[config.mk]
export PLATFORM = sky130hd
export DESIGN_NAME = exponent_requester
export DESIGN_NICKNAME = d
export VERILOG_FILES = /design/src/rtl/exponent_requester.sv
export SDC_FILE = /design/constraint.sdc
export NUM_CORES = 1
export LEC_CHECK = 0
export BUFFER_PORTS_ARGS = -buffer_cell sky130_fd_sc_hd__buf_2
export CAP_MARGIN = 20
export CORE_UTILIZATION = 60
export DETAILED_ROUTE_END_ITERATION = 8
export PLACE_DENSITY_LB_ADDON = 0.05
export SLEW_MARGIN = 10
export SYNTH_ARGS = -nofsm -noshare
export SYNTH_HDL_FRONTEND = slang
export SYNTH_SLANG_ARGS = --single-unit
[constraint.sdc]
create_clock -name clock -period 4.69 [get_ports clock]
set_input_delay 0.2345 -clock clock [delete_from_list [all_inputs] [get_ports clock]]
set_output_delay 0.2345 -clock clock [all_outputs]
set_load 0.02 [all_outputs]
[src/rtl/exponent_requester.sv]
// exponent_requester
//
// Host-side initiator for a single exponent accelerator. Jobs (x, a) arrive on
// a valid/ready command port and wait in a small FIFO. One job at a time is
// handed to the accelerator with a one-cycle acc_enable pulse. The result is
// captured in the single cycle it is guaranteed valid and is then offered on
// a valid/ready response port.
//
// Ports:
//   clock, reset_n          system clock, synchronous active-low reset
//   cmd_valid/cmd_ready     command handshake; cmd_ready = FIFO not full
//   cmd_x, cmd_a            base and exponent of the offered job
//   rsp_valid/rsp_ready     response handshake
//   rsp_p                   x^a mod 2^WIDTH
//   acc_enable              registered one-cycle start pulse
//   acc_x, acc_a            registered operands, held from issue to next issue
//   acc_ready, acc_p        accelerator idle/done flag and result
//   busy                    FSM not idle or jobs still queued
//   jobs_done               wrapping count of completed response handshakes
module exponent_requester #(
  parameter int WIDTH = 32,
  parameter int DEPTH = 4,
  parameter int CNT_W = 16
) (
  input  logic             clock,
  input  logic             reset_n,
  input  logic             cmd_valid,
  output logic             cmd_ready,
  input  logic [WIDTH-1:0] cmd_x,
  input  logic [WIDTH-1:0] cmd_a,
  output logic             rsp_valid,
  input  logic             rsp_ready,
  output logic [WIDTH-1:0] rsp_p,
  output logic             acc_enable,
  output logic [WIDTH-1:0] acc_x,
  output logic [WIDTH-1:0] acc_a,
  input  logic             acc_ready,
  input  logic [WIDTH-1:0] acc_p,
  output logic             busy,
  output logic [CNT_W-1:0] jobs_done
);

  localparam int PTR_W  = $clog2(DEPTH);
  localparam int FILL_W = $clog2(DEPTH + 1);
  localparam logic [FILL_W-1:0] FULL_LEVEL  = FILL_W'(DEPTH);
  localparam logic [FILL_W-1:0] EMPTY_LEVEL = {FILL_W{1'b0}};

  typedef enum logic [2:0] {
    IDLE      = 3'd0,
    ISSUE     = 3'd1,
    WAIT_LOW  = 3'd2,
    WAIT_DONE = 3'd3,
    RESPOND   = 3'd4
  } state_t;

  state_t state;
  state_t next_state;

  logic [WIDTH-1:0]  fifo_x [DEPTH];
  logic [WIDTH-1:0]  fifo_a [DEPTH];
  logic [PTR_W-1:0]  wr_ptr;
  logic [PTR_W-1:0]  rd_ptr;
  logic [FILL_W-1:0] fill;

  logic fifo_has_job;
  logic push;
  logic pop;
  logic capture;
  logic complete;

  assign cmd_ready    = (fill != FULL_LEVEL);
  assign fifo_has_job = (fill != EMPTY_LEVEL);
  assign push         = cmd_valid && cmd_ready;
  assign busy         = (state != IDLE) || fifo_has_job;

  // State register.
  always_ff @(posedge clock) begin
    if (!reset_n) begin
      state <= IDLE;
    end else begin
      state <= next_state;
    end
  end

  // Next-state logic. ISSUE never looks at acc_ready: the value seen there is
  // the stale high left over from the previous job.
  always_comb begin
    next_state = state;
    case (state)
      IDLE: begin
        if (fifo_has_job && acc_ready) next_state = ISSUE;
        else                           next_state = IDLE;
      end
      ISSUE: begin
        next_state = WAIT_LOW;
      end
      WAIT_LOW: begin
        if (!acc_ready) next_state = WAIT_DONE;
        else            next_state = WAIT_LOW;
      end
      WAIT_DONE: begin
        if (acc_ready) next_state = RESPOND;
        else           next_state = WAIT_DONE;
      end
      RESPOND: begin
        if (rsp_ready) next_state = IDLE;
        else           next_state = RESPOND;
      end
      default: begin
        next_state = IDLE;
      end
    endcase
  end

  // Output decode: single-cycle strobes that steer the output registers and FIFO.
  always_comb begin
    pop      = 1'b0;
    capture  = 1'b0;
    complete = 1'b0;
    case (state)
      IDLE:      pop      = fifo_has_job && acc_ready;
      WAIT_DONE: capture  = acc_ready;  // first high cycle after the low phase
      RESPOND:   complete = rsp_ready;  // rsp_valid is always high here
      default: begin
        pop      = 1'b0;
        capture  = 1'b0;
        complete = 1'b0;
      end
    endcase
  end

  // Registered accelerator and response outputs plus the completion counter.
  always_ff @(posedge clock) begin
    if (!reset_n) begin
      acc_enable <= 1'b0;
      acc_x      <= {WIDTH{1'b0}};
      acc_a      <= {WIDTH{1'b0}};
      rsp_valid  <= 1'b0;
      rsp_p      <= {WIDTH{1'b0}};
      jobs_done  <= {CNT_W{1'b0}};
    end else begin
      acc_enable <= pop;
      if (pop) begin
        acc_x <= fifo_x[rd_ptr];
        acc_a <= fifo_a[rd_ptr];
      end
      if (capture) begin
        rsp_p     <= acc_p;
        rsp_valid <= 1'b1;
      end else if (complete) begin
        rsp_valid <= 1'b0;
      end
      if (complete) begin
        jobs_done <= jobs_done + CNT_W'(1);
      end
    end
  end

  // FIFO pointers and fill level; DEPTH is a power of two so pointers wrap freely.
  always_ff @(posedge clock) begin
    if (!reset_n) begin
      wr_ptr <= {PTR_W{1'b0}};
      rd_ptr <= {PTR_W{1'b0}};
      fill   <= EMPTY_LEVEL;
    end else begin
      if (push) wr_ptr <= wr_ptr + PTR_W'(1);
      if (pop)  rd_ptr <= rd_ptr + PTR_W'(1);
      case ({push, pop})
        2'b10:   fill <= fill + FILL_W'(1);
        2'b01:   fill <= fill - FILL_W'(1);
        default: fill <= fill;
      endcase
    end
  end

  // FIFO storage; contents need no reset because the fill level gates every read.
  always_ff @(posedge clock) begin
    if (reset_n && push) begin
      fifo_x[wr_ptr] <= cmd_x;
      fifo_a[wr_ptr] <= cmd_a;
    end
  end

endmodule

==> reports/results.tsv <==
stage	metric	value	unit
outcome	status	finished, final reports clean	
timing	fin_crit	2.41	ns
critical_path	critPathArrivalTime	2.84	ns
clock_tree	htreeDepth	2	
global_route	globalRouteMet3Util	5.38	%
timing	fin_tns_setup	0	ns
route	drtPass1Iterations	5	
timing	worst_pin_slew	1.03	ns
timing	hold_viol	0	
floorplan	num_rows	55	
clock_tree	numCtsBuffers	39	
synth	syn_area	0.0139	mm2
synth	ys_ff_latch	380	
placed_design	place_congestion	0.750	
power	ir_drop	0.378	mV
global_route	met1_usage	30.4	%
placed_design	portBuffers	216	
floorplan	ioPinCount	217	
global_route	grt_pass1_wl	45100	um
timing	slew_headroom	31.3	%
clock_tree	cts_resized	0	
global_route	grt-busiest-layer	met2	
synth	synth_top_family_by_area	multiplexers	
min_path	hp-start	acc_p[14]	
timing	timing.final.crit_share	51.4	%
synth	synth_warnings	0	
clock_tree	cts_num_sinks	380	
min_path	min_to	rsp_p[14]	
final_layout	drive_gt1_share	28.8	%
synth	synthXorXnorAreaFrac	0.819	%
critical_path	worstReg2RegEnd	fill[2]	
clock_tree	cts-hold-fix-buffers	95	
critical_path	crit_required	5.12	ns
route	wire_per_inst	18.9	um
global_route	grt_max_degree	84	
global_route	antenna_found_initial	2	
route	first_iter_violations	655	
timing	max_freq	0.415	GHz
synth	synth_mux_area_share	10.5	%
floorplan	start_util	61.3	%
critical_path	reg2regPathDepth	9	
power	power_density	500	mW/mm2
synth	synthSimpleGateAreaFrac	8.39	%
placed_design	hpwl	15200	um
synth	synth.distinct_cells	45	
synth	yosys.area_share.adder	0.684	%
synth	synth_compound_area_share	4.19	%
route	routed_wl	28900	um
global_route	grt_util_met2	44.2	%
min_path	hold_depth	3	
final_layout	instances_no_fill	1531	
synth	synth_area_per_cell	15.3	um2
min_path	holdCritPathClass	in2reg	
route	drc_errors	0	
global_route	grt-ovfl-total	0	
final_layout	nNetsFinal	1322	
synth	synthesis.nets	1016	
global_route	grt_use_total	24.8	%
route	routed_via_density	5.48	
flow_run	drv_cap	0	
power	p_leak	6.27	nW
synth	synthCells	908	
placed_design	dpl.cell_count	1363	
critical_path	endpoint_kind	flip-flop	
route	ant_nets	0	
clock_tree	cts_tree	built	
critical_path	start_kind	flip-flop	
clock_tree	clockRootBuffer	clkbuf_16	
floorplan	core-area	0.0227	mm2
final_layout	syn_to_final_growth	24.8	%
floorplan	fp.dieW	154	um
clock_tree	path_clk_slew	0.06	ns
timing	finalSetupViolations	0	
clock_tree	postCtsSetupBuffers	0	
critical_path	crit_start	fill[0]	
critical_path	r2r_start	fill[0]	
timing	fin_worst_skew	0.0158	ns
critical_path	path_class	reg2reg	
floorplan	die-area	0.0238	mm2
timing	rsz0062_at_grt	no	
timing	slew_viol_final	0	
route	vias	8389	
clock_tree	clockBufferDepth	3	
clock_tree	clkLatencyLatePin	0.52	ns
floorplan	die_height	154	um
critical_path	path_max_fanout	7	
global_route	grt_pass1_vias	8526	
critical_path	reg2reg_slack	2.28	ns
synth	ys_seq_area_share	73.1	%
per-stage QoR:
stage                     area (um2)  worst slack, ns  power [W]  hold WS [ns]  utilization (%)
after global placement         15100             2.39    0.00571         0.438             66.7
after detailed placement       15200             2.29    0.00575         0.444             66.8
after floorplan                13900             1.83    0.00529         0.333                -
after CTS                      17300             2.26    0.00875       0.00670             76.4
final                          17400             2.28    0.00867        0.0153             76.4
after global routing           17400             2.15    0.00903        0.0331             76.4
worst max-delay path by stage:
stage / endpoint
6_report: fill[2]
3_3_place_gp: fill[2]
3_5_place_dp: fill[2]
5_1_grt: fill[2]
4_1_cts: fill[2]
2_1_floorplan: fifo_a[1][0]
placed cells by master, fill, tap and decap left out, drive strengths merged, types with 2 or more instances in the layout:
cell type,instances
a21oi,106
and2,3
and3,4
buf,222
clkbuf,62
clkinv,8
dfxtp,124
diode,2
dlygate4sd3,95
edfxtp,256
ha,6
inv,11
mux2i,2
mux4,64
nand2,204
nand2b,4
nand3,8
nand4,4
nor2,17
nor3,3
nor4,2
nor4b,2
o21ai,4
or3,6
or3b,2
xnor2,7
xor2,6
cell usage after synthesis:
cell / count / share of area [%]
o41ai_1: 1 / 0.063
and4_2: 1 / 0.072
nand4_1: 3 / 0.13
nand3b_1: 1 / 0.054
mux4_2: 64 / 10
o31ai_1: 1 / 0.054
buf_4: 14 / 0.76
and3_1: 4 / 0.18
inv_2: 1 / 0.027
or3b_2: 1 / 0.063
mux2i_1: 2 / 0.14
or3_1: 6 / 0.27
buf_2: 11 / 0.40
inv_1: 10 / 0.27
xor2_1: 6 / 0.38
and2_2: 1 / 0.054
edfxtp_1: 256 / 55
or2_2: 1 / 0.045
nor3_2: 1 / 0.072
and4bb_1: 1 / 0.090
buf_6: 2 / 0.16
a21oi_1: 106 / 3.8
dfxtp_1: 124 / 18
nand4bb_1: 1 / 0.081
xnor2_1: 7 / 0.44
nor2_1: 17 / 0.46
nand2_1: 204 / 5.5
o311ai_1: 1 / 0.063
nor4b_1: 1 / 0.063
or3b_1: 1 / 0.063
and2_1: 2 / 0.090
ha_1: 6 / 0.54
o21ai_0: 4 / 0.14
nand4_4: 1 / 0.15
nand2b_1: 4 / 0.18
clkbuf_1: 24 / 0.65
o211ai_1: 1 / 0.054
fa_1: 1 / 0.14
nor3_1: 2 / 0.072
nand3_1: 7 / 0.25
nor4b_2: 1 / 0.11
nand4b_4: 1 / 0.17
clkbuf_2: 1 / 0.036
nand3_2: 1 / 0.072
nor4_1: 2 / 0.090
cell families (layout without fill, tap and decap cells):
logic type / count (synthesis) / in the layout
other: 0 / 2
buffers and inverters: 63 / 399
xor gates and xnor gates: 13 / 13
DFF: 380 / 380
muxes: 66 / 66
and+or+nand+nor: 265 / 265
AOI/OAI and AO/OA: 114 / 114
adders and majority gates: 7 / 7
worst max-delay path, stage by stage, from the launching register on:
cell     delay (ns)
dfxtp_1        0.34
or3b_1         0.40
and2_1         0.25
inv_1          0.11
ha_1           0.19
inv_1          0.06
fa_1           0.37
xor2_1         0.16
or3_1          0.30
a21oi_1        0.15
where the power goes:
| group | total, W | switching (W) | internal (W) |
|---|---|---|---|
| clock network | 0.00295 | 0.00118 | 0.00176 |
| logic | 0.00164 | 0.000928 | 0.000712 |
| registers | 0.00409 | 0.000208 | 0.00388 |
| total | 0.00867 | 0.00232 | 0.00635 |
flip-flops by register name, summed over array words and instances (netlist names):
name        flops
fifo_a        128
fifo_x        128
acc_a          32
acc_x          32
rsp_p          32
jobs_done      16
fill            3
state           3
rd_ptr          2
wr_ptr          2
acc_enable      1
rsp_valid       1
metal layers:
metal,wire length [um],up-vias
met3,1970,38
met4,528,0
met1,11400,4115
met2,14900,272
li1,-,3964
met5,0,-
final cells by class:
type / count / area, um2
sequential: 380 / 10200
fill: 1393 / 5360
multi-input combinational: 465 / 3450
timing repair buffer: 317 / 2080
clock buffer: 62 / 1170
tap: 285 / 357
clock inverter: 9 / 65.1
inverter: 11 / 43.8
antenna: 2 / 5.00
Note: power is estimated with default switching activity, not from simulation.
